===== config.mk =====
export PLATFORM = sky130hd
export DESIGN_NAME = input_conditioner_flat
export DESIGN_NICKNAME = d
export VERILOG_FILES = /design/src/rtl/input_conditioner_if.sv /design/src/rtl/input_conditioner.sv /design/src/flat_wrapper.sv
export SDC_FILE = /design/constraint.sdc
export NUM_CORES = 1
export LEC_CHECK = 0
export ABC_AREA = 1
export BUFFER_PORTS_ARGS = -buffer_cell sky130_fd_sc_hd__buf_4
export CAP_MARGIN = 0
export CORE_MARGIN = 1
export CORE_UTILIZATION = 28
export DETAILED_ROUTE_END_ITERATION = 8
export PLACE_DENSITY_LB_ADDON = 0.2
export RECOVER_POWER = 100
export SYNTH_ARGS = -nofsm -noshare
export SYNTH_HDL_FRONTEND = slang
export SYNTH_SLANG_ARGS = --single-unit

===== constraint.sdc =====
create_clock -name CLK_50MHz -period 1.5 [get_ports CLK_50MHz]
set_input_delay 0.15 -clock CLK_50MHz [delete_from_list [all_inputs] [get_ports CLK_50MHz]]
set_output_delay 0.15 -clock CLK_50MHz [all_outputs]
set_load 0.005 [all_outputs]

===== src/rtl/input_conditioner_if.sv =====
// Switch/key conditioning bus: raw inputs in, debounced levels and edge pulses out.
// The master drives raw_in (board side); the slave is the conditioner itself.
interface input_conditioner_if #(
  parameter int N_CH = 2
);
  logic [N_CH-1:0] raw_in;
  logic [N_CH-1:0] clean_lvl;
  logic [N_CH-1:0] rise_pls;
  logic [N_CH-1:0] fall_pls;

  modport master (
    output raw_in,
    input  clean_lvl,
    input  rise_pls,
    input  fall_pls
  );

  modport slave (
    input  raw_in,
    output clean_lvl,
    output rise_pls,
    output fall_pls
  );
endinterface


===== src/rtl/input_conditioner.sv =====
// Per-channel two-flop synchroniser, saturating debounce counter and 4-state FSM
// producing a clean level plus registered one-cycle rise/fall pulses.
module input_conditioner #(
  parameter int N_CH            = 2,
  parameter int DEBOUNCE_CYCLES = 1000000,
  parameter int ACTIVE_LOW      = 0
) (
  input  logic                CLK_50MHz,
  input  logic                rst_n,
  input_conditioner_if.slave  bus,
  output logic [2*N_CH-1:0]   state_dbg_o
);

  localparam int             CW       = $clog2(DEBOUNCE_CYCLES + 1);
  localparam logic [CW-1:0]  CNT_LAST = CW'(DEBOUNCE_CYCLES - 1);
  localparam logic [CW-1:0]  CNT_MAX  = {CW{1'b1}};

  typedef enum logic [1:0] {
    LOW_STABLE  = 2'd0,
    LOW_CHK     = 2'd1,
    HIGH_STABLE = 2'd2,
    HIGH_CHK    = 2'd3
  } state_e;

  logic [N_CH-1:0] raw_pol;
  logic [N_CH-1:0] s1_q;
  logic [N_CH-1:0] s2_q;
  logic [N_CH-1:0] lvl_w;
  logic [N_CH-1:0] rise_w;
  logic [N_CH-1:0] fall_w;

  assign raw_pol = (ACTIVE_LOW != 0) ? ~bus.raw_in : bus.raw_in;

  always_ff @(posedge CLK_50MHz or negedge rst_n) begin
    if (!rst_n) begin
      s1_q <= '0;
      s2_q <= '0;
    end else begin
      s1_q <= raw_pol;
      s2_q <= s1_q;
    end
  end

  for (genvar g = 0; g < N_CH; g++) begin : g_ch
    state_e        state_q;
    logic [CW-1:0] cnt_q;
    logic          lvl_q;
    logic          rise_q;
    logic          fall_q;

    // Pulses default low every cycle so an accept yields exactly one cycle high.
    always_ff @(posedge CLK_50MHz or negedge rst_n) begin
      if (!rst_n) begin
        state_q <= LOW_STABLE;
        cnt_q   <= '0;
        lvl_q   <= 1'b0;
        rise_q  <= 1'b0;
        fall_q  <= 1'b0;
      end else begin
        rise_q <= 1'b0;
        fall_q <= 1'b0;
        case (state_q)
          LOW_STABLE: begin
            if (s2_q[g]) begin
              state_q <= LOW_CHK;
              cnt_q   <= CW'(1);
            end else begin
              cnt_q   <= '0;
            end
          end
          LOW_CHK: begin
            if (!s2_q[g]) begin
              state_q <= LOW_STABLE;
              cnt_q   <= '0;
            end else if (cnt_q == CNT_LAST) begin
              state_q <= HIGH_STABLE;
              cnt_q   <= '0;
              lvl_q   <= 1'b1;
              rise_q  <= 1'b1;
            end else if (cnt_q != CNT_MAX) begin
              cnt_q   <= cnt_q + CW'(1);
            end
          end
          HIGH_STABLE: begin
            if (!s2_q[g]) begin
              state_q <= HIGH_CHK;
              cnt_q   <= CW'(1);
            end else begin
              cnt_q   <= '0;
            end
          end
          HIGH_CHK: begin
            if (s2_q[g]) begin
              state_q <= HIGH_STABLE;
              cnt_q   <= '0;
            end else if (cnt_q == CNT_LAST) begin
              state_q <= LOW_STABLE;
              cnt_q   <= '0;
              lvl_q   <= 1'b0;
              fall_q  <= 1'b1;
            end else if (cnt_q != CNT_MAX) begin
              cnt_q   <= cnt_q + CW'(1);
            end
          end
          default: begin
            state_q <= LOW_STABLE;
            cnt_q   <= '0;
          end
        endcase
      end
    end

    assign lvl_w[g]              = lvl_q;
    assign rise_w[g]             = rise_q;
    assign fall_w[g]             = fall_q;
    assign state_dbg_o[2*g +: 2] = state_q;
  end

  assign bus.clean_lvl = lvl_w;
  assign bus.rise_pls  = rise_w;
  assign bus.fall_pls  = fall_w;

endmodule


===== src/flat_wrapper.sv =====
// flat-port wrapper written by rule: the top's interface ports become plain ports
module input_conditioner_flat 
#(
  parameter int N_CH            = 2,
  parameter int DEBOUNCE_CYCLES = 1000000,
  parameter int ACTIVE_LOW      = 0
)
  (CLK_50MHz, rst_n, state_dbg_o, bus_raw_in, bus_clean_lvl, bus_rise_pls, bus_fall_pls);
  input_conditioner_if #(.N_CH(N_CH)) bus_i ();
  input  logic CLK_50MHz;
  input  logic rst_n;
  output logic [2*N_CH-1:0] state_dbg_o;
  input wire logic [$bits(bus_i.raw_in)-1:0] bus_raw_in;
  output wire logic [$bits(bus_i.clean_lvl)-1:0] bus_clean_lvl;
  output wire logic [$bits(bus_i.rise_pls)-1:0] bus_rise_pls;
  output wire logic [$bits(bus_i.fall_pls)-1:0] bus_fall_pls;
  assign bus_i.raw_in = bus_raw_in;
  assign bus_clean_lvl = bus_i.clean_lvl;
  assign bus_rise_pls = bus_i.rise_pls;
  assign bus_fall_pls = bus_i.fall_pls;
  input_conditioner #(.N_CH(N_CH), .DEBOUNCE_CYCLES(DEBOUNCE_CYCLES), .ACTIVE_LOW(ACTIVE_LOW)) u_core (.CLK_50MHz(CLK_50MHz), .rst_n(rst_n), .bus(bus_i), .state_dbg_o(state_dbg_o));
endmodule

==> results.md, run 1 <==
- In this run the clock root is driven by a sky130_fd_sc_hd__clkbuf_16.
- For this run, the detailed router's first-pass iteration total came to 5.
- No sink is reached through more buffers than the 2 on the longest clock path.
- Routability-driven placement finished with a final weighted congestion of 0.865.
- The synthesized netlist occupies a cell area of between 3000 and 4000 um2.
- Dividing the synthesized area by the synthesized cell count gives around 7 um2.
- In this run the remaining antenna-violating nets after routing total 0.
- The number of nets at the end of the flow is about 570.
- The number of antenna violations at the first check in global routing is 0.
- For this run the aggregate overflow at the end of global routing stands at 0.
- Across all hold checks on the routed design, the worst slack comes to approximately 0.35 ns.
- In the synthesized netlist, the number of instances is 471.
- The max-cap violation count is 0.
- After detailed routing, the number of vias per cell comes to around 4.5.
- After detailed routing, the average wire length per cell comes to 12.4 um.
- The share of the clock period used by the worst path after layout is 1.04.
- The number of antenna diodes is 0.
- The number of global-route vias before repair is a little under 3000.
- The total power density per cell area is about 760 nW/um2.
- Input and output buffers added on the ports amount to 13.
- The checks that failed: setup timing.
- The HPWL after detailed placement is between 6000 and 7000 um.
- The proportion of synthesized chip area in sequential cells is 0.411.
- The net count of the mapped netlist is 477.
- The DRC marker count from the first detailed-route iteration is between 150 and 200.
- Of the cells placed in the final design, the portion with a size suffix greater than 1 is 0.387.
- The clock tree from TritonCTS is done.
- The routed design uses 228 um of met3 wire.
- The proportion of register bits with asynchronous set or reset after synthesis is 1.00.
- The worst path in the final design needs a cycle of 1.55 ns, including I/O delays and setup.
- The H-tree was split into 2 levels.
- The slew at the pin with the worst max-slew slack is 0.665 ns.
- The via count is around 3200.
- The data arrival time of the critical path is 1.76 ns.
- The count of clock tree sinks is between 50 and 60.
- From bottom edge to top edge, the die measures approximately 110 um.
- The number of max-slew violations in the final report came to 0.
- In this run the static leakage power is 2.27 nW.
- The total area inside the core boundary comes to 11400 um2.
- Entering global routing, the biggest net connects 30 pins.
- The Yosys step of the flow raised 0 warnings.
- The initial utilization of the core area, before any placement, comes to 0.288.
- The maximum fanout count along the critical path is 6.
- The routed design uses 4600 um of met2 wire.
- The highest layer used for signal routing is met4.
- In the routed design, unresolved DRC markers number 0.
- The total track usage is 0.146.
- The detailed-route wire length on metal 1 is 3860 um.
- The maximum achievable frequency is ~640 MHz.
- The run finished, with violations left.
- The first global-routing pass estimated approximately 14000 um of wire.
- The number of standard cells in the final layout excluding fillers is around 710.
- The clock slew at the register clock pins of the worst setup and hold paths is around 0.080 ns.
- The critical path is of the register to register type.
- The clock buffer count from CTS is 5.
- The layout has around 1100 filler cells.
- The number of placement rows is 39.
- The later-pin clock latency in the skew report is 0.31 ns.
- The commonest register cell after synthesis is sky130_fd_sc_hd__dfrtp_1.
- The worst hold path class is register to register.
- The count of flip-flops with a built-in enable after synthesis is 0.
- Across the VDD grid, the largest voltage drop is between 0.9 and 1 mV.
- The worst setup path is captured at a register.
- The die covers 12200 um2.
- Once placement completed, the tool counted placed cells totaling between 600 and 700.
- The total wire length is around 8800 um.
- From synthesis to final layout, the design area changed by 49.0%.
- The horizontal die dimension is ~110 um.
- The data required time at the worst endpoint is approximately 1.7 ns.
- During I/O placement, the number of pins put on the boundary was 14.
- Clock skew on the completed layout was measured at between 0.01 and 0.015 ns.
- The synthesis-stage register bit count is 54.
- The count of final setup violators is 20.
- In this run, distinct cell masters in the synthesized netlist total 28.
- Setup repair after global routing could not meet its margin everywhere.
- The worst-case setup margin in the final layout is -0.0549 ns.
- Headroom to the max-slew limit came out at 0.557.
- The final-report hold violation count is 0.
- STA classifies the critical path startpoint as a register.
-- worst max-delay path, stage by stage (launching register included) --
cell and delay, ns:
sky130_fd_sc_hd__dfrtp_1 0.41, sky130_fd_sc_hd__ha_4 0.17, sky130_fd_sc_hd__nand3_4 0.08, sky130_fd_sc_hd__buf_6 0.13, sky130_fd_sc_hd__nor2_4 0.13, sky130_fd_sc_hd__nand3_4 0.15, sky130_fd_sc_hd__buf_6 0.17, sky130_fd_sc_hd__nand3b_1 0.07
sky130_fd_sc_hd__nand2_1 0.06, sky130_fd_sc_hd__inv_1 0.05, sky130_fd_sc_hd__nor2_1 0.03
-- routing by layer --
| metal | vias up | GRT usage |
|---|---|---|
| met4 | 0 | 0.0517 |
| met1 | 1462 | 0.174 |
| met5 | - | 0 |
| met2 | 42 | 0.262 |
| met3 | 10 | 0.0253 |
| li1 | 1651 | - |
-- state kept, by name, summed over array words and instances (netlist names), named ones only --
register,flops
u_core.g_ch.fall_q,2
u_core.s1_q,2
u_core.g_ch.cnt_q,40
u_core.g_ch.state_q,2
u_core.s2_q,2
u_core.g_ch.rise_q,2
u_core.g_ch.lvl_q,2
-- kinds of logic after synthesis --
logic type	synth area share
and+or+nand+nor	0.411
xor gates and xnor gates	0.0133
DFF	0.411
buffers and inverters	0.112
adders and majority gates	0.00761
AOI/OAI and AO/OA	0.0453
-- through the flow --
stage / setup TNS, ns / utilization / area [um2] / power, mW / setup WS, ns
6_report: -0.392 / 0.429 / 4900 / 3.74 / -0.0549
5_1_grt: -3.90 / 0.429 / 4900 / 3.95 / -0.157
4_1_cts: -0.147 / 0.385 / 4390 / 3.67 / -0.0365
3_5_place_dp: -3.62 / 0.354 / 4040 / 2.22 / -0.210
3_3_place_gp: -3.42 / 0.354 / 4040 / 2.21 / -0.209
2_1_floorplan: 0 / - / 3320 / 1.93 / 0.0119
-- cells in the final DEF, fill, tap and decap left out, types with 3 or more instances in the layout --
master | synthesis | layout
sky130_fd_sc_hd__inv_2 | 4 | 6
sky130_fd_sc_hd__nand3_4 | 1 | 9
sky130_fd_sc_hd__nor2_1 | 84 | 69
sky130_fd_sc_hd__nor3_1 | 9 | 5
sky130_fd_sc_hd__nor3_2 | 0 | 3
sky130_fd_sc_hd__nand3b_1 | 3 | 3
sky130_fd_sc_hd__buf_4 | 6 | 61
sky130_fd_sc_hd__nand2_2 | 5 | 24
sky130_fd_sc_hd__nor2_2 | 8 | 15
sky130_fd_sc_hd__o21ai_0 | 12 | 4
sky130_fd_sc_hd__nand2_1 | 129 | 101
sky130_fd_sc_hd__a21oi_1 | 10 | 5
sky130_fd_sc_hd__clkbuf_16 | 0 | 8
sky130_fd_sc_hd__o21ai_1 | 0 | 4
sky130_fd_sc_hd__dlygate4sd3_1 | 0 | 3
sky130_fd_sc_hd__inv_1 | 63 | 58
sky130_fd_sc_hd__buf_12 | 0 | 3
sky130_fd_sc_hd__clkbuf_4 | 0 | 7
sky130_fd_sc_hd__xor2_1 | 5 | 4
sky130_fd_sc_hd__nor2_4 | 5 | 13
sky130_fd_sc_hd__dfrtp_2 | 0 | 3
sky130_fd_sc_hd__nand3_2 | 5 | 17
sky130_fd_sc_hd__dfrtp_1 | 54 | 51
sky130_fd_sc_hd__nand3_1 | 41 | 21
sky130_fd_sc_hd__clkbuf_1 | 0 | 6
sky130_fd_sc_hd__a21oi_2 | 1 | 6
sky130_fd_sc_hd__o21ai_2 | 1 | 5
sky130_fd_sc_hd__nand2_4 | 0 | 8
sky130_fd_sc_hd__buf_6 | 5 | 15
sky130_fd_sc_hd__nand4_1 | 11 | 11
-- path summary, 6_finish.rpt --
check,startpoint,end,slack (ns),depth (start not counted)
hold / removal,u_core.s1_q[0],u_core.s2_q[0],0.35,0
max in group asynchronous,rst_n,u_core.g_ch[1].cnt_q[3],0.23,3
hold reg to reg,u_core.s1_q[0],u_core.s2_q[0],0.35,0
setup / recovery,u_core.g_ch[0].cnt_q[1],u_core.g_ch[0].cnt_q[13],-0.05,10
min in group asynchronous,rst_n,u_core.g_ch[0].cnt_q[9],0.40,2
setup reg to reg,u_core.g_ch[0].cnt_q[1],u_core.g_ch[0].cnt_q[13],-0.05,10
-- where the power goes --
part / switching, mW / internal, mW / leakage (nW) / total, mW
clock: 0.597 / 0.799 / 0.0844 / 1.40
sequential: 0.0618 / 1.52 / 0.730 / 1.58
combinational: 0.454 / 0.313 / 1.46 / 0.766
total: 1.11 / 2.63 / 2.27 / 3.74
-- area by class of cell --
class / count / area (um2) / area share
sequential: 54 / 1360 / 0.277
inverter: 69 / 289 / 0.0590
clock buffer: 5 / 125 / 0.0255
clock inverter: 3 / 47.5 / 0.00970
timing repair buffer: 99 / 872 / 0.178
tap: 143 / 179 / 0.0365
multi-input combinational: 336 / 2030 / 0.415
-- Yosys cell counts, types with 2 or more instances --
master                       n  area (um2)
sky130_fd_sc_hd__nand2_2     5        31.3
sky130_fd_sc_hd__dfrtp_1    54        1350
sky130_fd_sc_hd__nand4_1    11        68.8
sky130_fd_sc_hd__nor2_2      8        50.1
sky130_fd_sc_hd__a21oi_1    10        50.1
sky130_fd_sc_hd__nand3b_1    3        22.5
sky130_fd_sc_hd__nor2_1     84         315
sky130_fd_sc_hd__buf_6       5        56.3
sky130_fd_sc_hd__o21ai_0    12        60.1
sky130_fd_sc_hd__nand3_2     5        50.1
sky130_fd_sc_hd__nand2_1   129         484
sky130_fd_sc_hd__ha_1        2        25.0
sky130_fd_sc_hd__nor3_1      9        45.0
sky130_fd_sc_hd__nand3_1    41         205
sky130_fd_sc_hd__inv_2       4        15.0
sky130_fd_sc_hd__xor2_1      5        43.8
sky130_fd_sc_hd__clkinv_2    2        10.0
sky130_fd_sc_hd__buf_4       6        45.0
sky130_fd_sc_hd__nor2_4      5        56.3
sky130_fd_sc_hd__inv_1      63         236
-- timing repair --
action / 4_1_cts / 5_1_grt
cloned: 0 / 4
pin swaps: 8 / 37
hold buffers: 3 / 0
gates resized for setup: 30 / 113
buffers inserted: 4 / 6
endpoints found under the hold margin: 27 / 0
setup endpoints to repair: 38 / 46
Power figures use the tool's default switching activity.
==> run 2: changes to the inputs <==
- BUFFER_PORTS_ARGS: -buffer_cell sky130_fd_sc_hd__buf_4 -> -buffer_cell sky130_fd_sc_hd__buf_2
==> run 2 against run 1 <==
Effect of this change: the flow still finishes with violations (setup timing); critical path depth is 1 lower; critical path type unchanged; largest cell class unchanged; critical endpoint is now u_core.g_ch[1].cnt_q[11]; clock power is 15% lower; non-clock buffer count is 9 lower; clock skew hardly changed; wire length is 1.7% lower; sequential power hardly changed; highest routed layer unchanged.
==> results.md, run 2 (synthesized netlist as in run 1, its figures left out) <==
- The maximum fanout count along the critical path was 6 (unchanged).
- The clock slew at the register clock pins of the worst setup and hold paths came to 0.07 ns (about the same).
- The count of clock tree sinks came to 54 (unchanged).
- The post-route core utilization is 0.399 (-0.0300).
- The kind of critical path is register to register.
- The worst voltage drop across the vdd grid is 0.741 mV (-18%).
- The die span in y is 110 um (unchanged).
- The later-pin clock latency in the skew report was 0.30 ns (about the same).
- The half-perimeter wire length of the detailed placement result is 6080 um (-0.79%).
- The data required time at the worst endpoint is 1.74 ns (+0.04 ns).
- The slew at the pin with the worst max-slew slack is 0.759 ns (+0.0944 ns).
- The horizontal die dimension came to 110 um (unchanged).
- Relative to the synthesized area, the layout overhead comes to 38.5%.
- The clock buffer count from CTS is 5 (unchanged).
- The count of boundary I/O pins is 14 (unchanged).
- The routability congestion estimate from global placement came to 0.859 (-0.69%).
- The leftover overflow at the end of global routing was 0 (unchanged).
- The number of nets at the end of the flow came to 563 (-1.4%).
- The final-report hold violation count is 0 (unchanged).
- The startpoint identified for the worst hold timing path is u_core.s1_q[1].
- The detail-routed via count per cell is 4.52 (+1.3%).
- The remaining routing DRC violations is 0 (unchanged).
- The clock tree from TritonCTS is done.
- The number of cells on the worst reg-to-reg path came to 9 (-1).
- The share of post-route cells with drive strength above 1 is 0.324 (-0.0626).
- The number of placed instances with taps included is 672 (-1.8%).
- The total power density per cell area is 749 nW/um2 (-1.9%).
- The total wire length was 8660 um (-1.7%).
- The share of the clock period used by the worst path after layout is 1.02 (-0.0205).
- The max-slew headroom at the worst pin was 0.494 (-0.0629).
- The number of placement rows came to 39 (unchanged).
- Ranked by flip-flop count, first place goes to u_core.g_ch.cnt_q.
- The library cell used most frequently in the layout, excluding fill and tap cells, is sky130_fd_sc_hd__nand2_1.
- The count of final setup violators is 10 (-50%).
- The worst-case setup margin in the final layout is -0.0242 ns (+0.0308 ns).
- The origin of the worst setup path is u_core.g_ch[1].cnt_q[9].
- The total leakage power is 2.13 nW (-6.4%).
- The starting utilization of the core area is 0.288 (unchanged).
- The register-to-register setup slack was -0.02 ns (+0.03 ns).
- The post-route antenna net violation count was 0 (unchanged).
- The final critical-path required period came to 1.52 ns (-0.0308 ns).
- STA classifies the critical path endpoint as a register.
- The number of detailed-route iterations in the first pass is 4 (-1).
- In the layout the commonest cells are sky130_fd_sc_hd__nand2_1 (108), sky130_fd_sc_hd__nor2_1 (72), sky130_fd_sc_hd__inv_1 (59).
- The core region area is 11400 um2 (unchanged).
- The global-route wire length before repair is 14100 um (+3.7%).
- The endpoint of the worst-slack reg-to-reg timing path is u_core.g_ch[1].cnt_q[11].
- The number of antenna violations at the first check in global routing is 0 (unchanged).
- The clock root buffer master is sky130_fd_sc_hd__clkbuf_16.
- The number of max-slew violations in the final report is 0 (unchanged).
- The average wire per standard cell is 12.4 um (-0.56%).
- Setup repair after global routing could not meet its margin everywhere.
- The min-delay analysis places its worst path in the category register to register.
- The number of standard cells in the final layout excluding fillers is 701 (-1.1%).
- The worst hold slack after final layout is 0.353 ns (+0.0000240 ns).
- The run finished, with violations left.
- The flip-flop count of the largest register, all copies and words added is 40 (unchanged).
- The DRC marker count from the first detailed-route iteration was 131 (-27%).
- The full die area is 12200 um2 (unchanged).
- The final total negative setup slack came to -0.109 ns (+0.284 ns).
- The via count is 3170 (+0.16%).
- The total power is 3.41 mW (-8.8%).
- The capturing element of the worst setup path is u_core.g_ch[1].cnt_q[11].
- The count of buffers from port buffering was 13 (unchanged).
- The data arrival time of the critical path is 1.77 ns (about the same).
- The number of antenna diodes was 0 (unchanged).
- The kind of start point of the critical path is a register.
- The total track usage came to 0.151 (+0.00492).
- The maximum buffer depth of the clock tree is 2 (unchanged).
- The largest net degree at the start of global routing is 55 (+83%).
- The max-cap violation count was 0 (unchanged).
- The maximum achievable frequency is 656 MHz (+2.0%).
- The final reports fail on setup timing.
- The count of H-tree levels built during CTS is 2 (unchanged).
- In this run the critical register-to-register path is launched from u_core.g_ch[1].cnt_q[9].
- The post-route clock skew is 0.0101 ns (+0.0000162 ns).
- The number of global-route vias before repair is 3044 (+3.0%).
run 2: changes by cell type in the layout (fill, tap and decap cells not counted), moves of 6 or more:
cell	before	now
sky130_fd_sc_hd__nand3_1	21	31
sky130_fd_sc_hd__buf_6	15	8
sky130_fd_sc_hd__nand2_1	101	108
sky130_fd_sc_hd__buf_4	61	55
sky130_fd_sc_hd__clkbuf_1	6	12
sky130_fd_sc_hd__nand3_2	17	11
run 2: worst min-delay path by stage:
stage | slack (ns) | cells after the start | to
2_1_floorplan | -0.15 | 0 | async pin
3_3_place_gp | 0.17 | 2 | u_core.g_ch[0].cnt_q[11]
3_5_place_dp | 0.18 | 2 | u_core.g_ch[0].cnt_q[11]
4_1_cts | 0.36 | 0 | u_core.s2_q[0]
5_1_grt | 0.36 | 0 | u_core.s2_q[1]
6_report | 0.35 | 0 | u_core.s2_q[1]
run 2: power breakdown:
| part | internal, mW | switching (mW) | leakage (nW) | total [mW] |
|---|---|---|---|---|
| registers | 1.52 | 0.0620 | 0.727 | 1.58 |
| logic | 0.265 | 0.379 | 1.33 | 0.643 |
| clock network | 0.622 | 0.567 | 0.0708 | 1.19 |
run 2: critical path, stage by stage (launching register included):
cell	delay [ns]
sky130_fd_sc_hd__dfrtp_1	0.41
sky130_fd_sc_hd__nand2_1	0.14
sky130_fd_sc_hd__nor2_2	0.14
sky130_fd_sc_hd__inv_2	0.06
sky130_fd_sc_hd__nor2_4	0.12
sky130_fd_sc_hd__nand3_4	0.14
sky130_fd_sc_hd__buf_12	0.18
sky130_fd_sc_hd__nand3_1	0.12
sky130_fd_sc_hd__nand3_1	0.08
sky130_fd_sc_hd__nand2_1	0.07
run 2: routing by layer:
layer	share of wire	up-vias	wire, um	GRT usage
li1	-	1645	-	-
met3	0.020	18	174	0.0270
met2	0.51	30	4400	0.273
met4	0.021	0	184	0.0470
met1	0.45	1477	3910	0.179
met5	0	-	0	0
run 2: area by class of cell:
class                   instances  area [um2]
clock buffers                   6         129
clock inverters                 2        13.8
fillers                      1209        6860
inverters                      69         272
multi-input cells             337        1860
flip-flops and latches         54        1360
well taps                     143         179
repair buffers                 90         747
run 2: repair_timing:
action / 4_1_cts / 5_1_grt
cloned: 2 / 1
pin swaps: 5 / 30
setup endpoints to repair: 36 / 49
hold buffers: 3 / 0
endpoints found under the hold margin: 56 / 0
gates resized for setup: 11 / 82
setup buffers: 2 / 13
run 2: through the flow:
stage | setup WS, ns | area, um2
finish | -0.0242 | 4560
CTS | -0.00852 | 4220
global route | -0.0952 | 4560
detailed placement | -0.0881 | 3950
floorplan | 0.0119 | 3320
global placement | -0.0459 | 3950
==> run 3: changes to the inputs <==
- CORE_UTILIZATION: 28 -> 38
- GPL_ROUTABILITY_DRIVEN: not set -> 0
==> run 3 against run 2 <==
Effect of this change: the run now ends clean; die area is 26% lower; cell area is 2.8% lower; critical path type unchanged; fmax is 2.4% higher; clock power is 26% lower; utilization is 13 points higher; first-iteration DRC count is 18% lower; critical endpoint is now u_core.g_ch[1].cnt_q[8]; count of clock-buffer cells in the layout is 1 lower; cell count is 5.3% lower; sequential share of layout area is 0.84 points higher; sequential power hardly changed; register-to-register slack better by 0.04 ns; highest routed layer unchanged; largest cell class unchanged; setup slack better by 0.036 ns.
==> results.md, run 3 (synthesized netlist as in run 1, its figures left out) <==
- The max-cap violation count is 0 (unchanged).
- STA classifies the critical path startpoint as a register.
- The data required time at the worst endpoint was 1.73 ns (about the same).
- The placement-stage worst setup slack is -0.154 ns (-0.0656 ns).
- The largest net degree at the start of global routing is 55 (unchanged).
- The count of final setup violators is 0 (-10).
- The max-slew headroom at the worst pin is 0.508 (+0.0140).
- The clock buffer count from CTS is 5 (unchanged).
- The flip-flop count of the largest register, all copies and words added is 40 (unchanged).
- The via count is 3182 (+0.38%).
- Ranked by flip-flop count, first place goes to u_core.g_ch.cnt_q.
- The total power density per cell area is 698 nW/um2 (-6.8%).
- The number of detailed-route iterations in the first pass is 4 (unchanged).
- The DRC marker count from the first detailed-route iteration is 108 (-18%).
- The core region area is 8300 um2 (-27%).
- The number of antenna diodes is 0 (unchanged).
- The half-perimeter wire length of the detailed placement result is 5830 um (-4.0%).
- The number of nets at the end of the flow is 564 (+0.18%).
- The count of clock tree sinks came to 54 (unchanged).
- The register-to-register setup slack was 0.01 ns (+0.04 ns).
- The share of post-route cells with drive strength above 1 is 0.336 (+0.0119).
- STA classifies the critical path endpoint as a register.
- The post-route clock skew was 0.00644 ns (-0.00362 ns).
- The total wire length is 8090 um (-6.6%).
- The worst hold slack after final layout is 0.363 ns (+0.0102 ns).
- The final-report hold violation count is 0 (unchanged).
- The final critical-path required period is 1.49 ns (-0.0363 ns).
- The clock root buffer master is sky130_fd_sc_hd__clkbuf_8.
- The average wire per standard cell is 12.2 um (-1.4%).
- TritonCTS built the clock tree.
- The library cell used most frequently in the layout, excluding fill and tap cells, is sky130_fd_sc_hd__nand2_1.
- The placed cell area is 3880 um2 (-1.7%).
- The maximum buffer depth of the clock tree was 2 (unchanged).
- The maximum fanout count along the critical path is 10 (+4).
- The worst-case setup margin in the final layout is 0.0122 ns (+0.0363 ns).
- The die span in y is 95.0 um (-14%).
- The count of buffers from port buffering is 13 (unchanged).
- Setup repair after global routing could not meet its margin everywhere.
- The data arrival time of the critical path came to 1.71 ns (-0.06 ns).
- The full die area is 9030 um2 (-26%).
- The run finished with clean final reports.
- The starting utilization of the core area is 0.396 (+0.108).
- The post-route core utilization was 0.534 (+0.134).
- The number of placement rows is 33 (-15%).
- The count of H-tree levels built during CTS was 2 (unchanged).
- The worst voltage drop across the vdd grid is 0.691 mV (-6.7%).
- The total power is 3.09 mW (-9.4%).
- The number of global-route vias before repair is 3010 (-1.1%).
- The critical path in this run is classified as register to register.
- The clock slew at the register clock pins of the worst setup and hold paths was 0.11 ns (+0.04 ns).
- Leaving out fill and tap cells, the most frequent cells in the layout are sky130_fd_sc_hd__nand2_1 (108), sky130_fd_sc_hd__nor2_1 (70), sky130_fd_sc_hd__inv_1 (59), sky130_fd_sc_hd__buf_4 (59), sky130_fd_sc_hd__dfrtp_1 (50).
- The remaining routing DRC violations is 0 (unchanged).
- The post-route antenna net violation count is 0 (unchanged).
- The count of boundary I/O pins came to 14 (unchanged).
- The slew at the pin with the worst max-slew slack was 0.738 ns (-0.0210 ns).
- The leftover overflow at the end of global routing is 0 (unchanged).
- The detail-routed via count per cell is 4.79 (+6.0%).
- The share of the clock period used by the worst path after layout is 0.992 (-0.0242).
- Relative to the synthesized area, the layout overhead comes to 34.6%.
- The later-pin clock latency in the skew report is 0.32 ns (+0.02 ns).
- The number of max-slew violations in the final report is 0 (unchanged).
- The final standard cell area without fillers is 4430 um2 (-2.8%).
- The total leakage power came to 2.16 nW (+1.2%).
- The worst hold path class is register to register.
- The total track usage is 0.187 (+0.0364).
- The global-route wire length before repair is 13000 um (-7.5%).
- The horizontal die dimension is 95.0 um (-14%).
- The maximum achievable frequency is 672 MHz (+2.4%).
- The number of antenna violations at the first check in global routing came to 0 (unchanged).
==> run 3: cell count changes in the layout (fill, tap and decap cells not counted), sizes merged <==
cell	before	now
buf	73	81
nand3	48	47
clkinv	4	2
nor2	97	98
clkbuf	20	12
inv	67	70
==> run 3: cell type report <==
cell class / instances / area (um2)
clock inverters: 3 / 28.8
flip-flops and latches: 54 / 1360
well taps: 105 / 131
inverters: 69 / 270
clock buffers: 5 / 68.8
multi-input cells: 337 / 1880
repair buffers: 91 / 697
fillers: 780 / 3870
==> run 3: metrics by stage <==
stage          setup TNS (ns)  instances
2_1_floorplan               0        471
3_3_place_gp            -1.45        638
3_5_place_dp            -2.78        638
4_1_cts                     0        651
5_1_grt                 -1.53        664
6_report                    0        664
==> run 3: timing repair <==
item	CTS	global route
hold buffers	3	0
gates cloned	1	0
hold endpoints to repair	56	0
pin swaps	6	33
setup endpoints to repair	39	45
gates resized for setup	12	88
setup buffers	1	13
==> run 3: critical path, stage by stage, from the launching register on <==
cell and delay [ns]:
sky130_fd_sc_hd__dfrtp_1 0.37, sky130_fd_sc_hd__ha_2 0.20, sky130_fd_sc_hd__nand2_2 0.05, sky130_fd_sc_hd__inv_2 0.07, sky130_fd_sc_hd__nand2_4 0.08, sky130_fd_sc_hd__nor2_4 0.14
sky130_fd_sc_hd__nand3_4 0.10, sky130_fd_sc_hd__buf_6 0.16, sky130_fd_sc_hd__nand2_1 0.07, sky130_fd_sc_hd__nand2_1 0.05, sky130_fd_sc_hd__nand2_1 0.05, sky130_fd_sc_hd__nor2_1 0.04
==> run 3: path summary, 6_finish.rpt <==
kind,cells after the start,to,startpoint
max,11,u_core.g_ch[1].cnt_q[8],u_core.g_ch[1].cnt_q[1]
min,0,u_core.s2_q[1],u_core.s1_q[1]
max reg2reg,11,u_core.g_ch[1].cnt_q[8],u_core.g_ch[1].cnt_q[1]
min reg2reg,0,u_core.s2_q[1],u_core.s1_q[1]
max in group asynchronous,3,u_core.g_ch[0].cnt_q[13],rst_n
min in group asynchronous,3,u_core.g_ch[0].cnt_q[15],rst_n
==> run 3: routing by layer <==
metal | GRT usage | wire length [um]
met4 | 0.0568 | 174
met1 | 0.218 | 3570
met5 | 0 | 0
met3 | 0.0263 | 174
met2 | 0.351 | 4170
==> run 3: power breakdown <==
part	switching [mW]	internal (mW)
Sequential	0.0545	1.52
Combinational	0.386	0.250
Clock	0.533	0.350
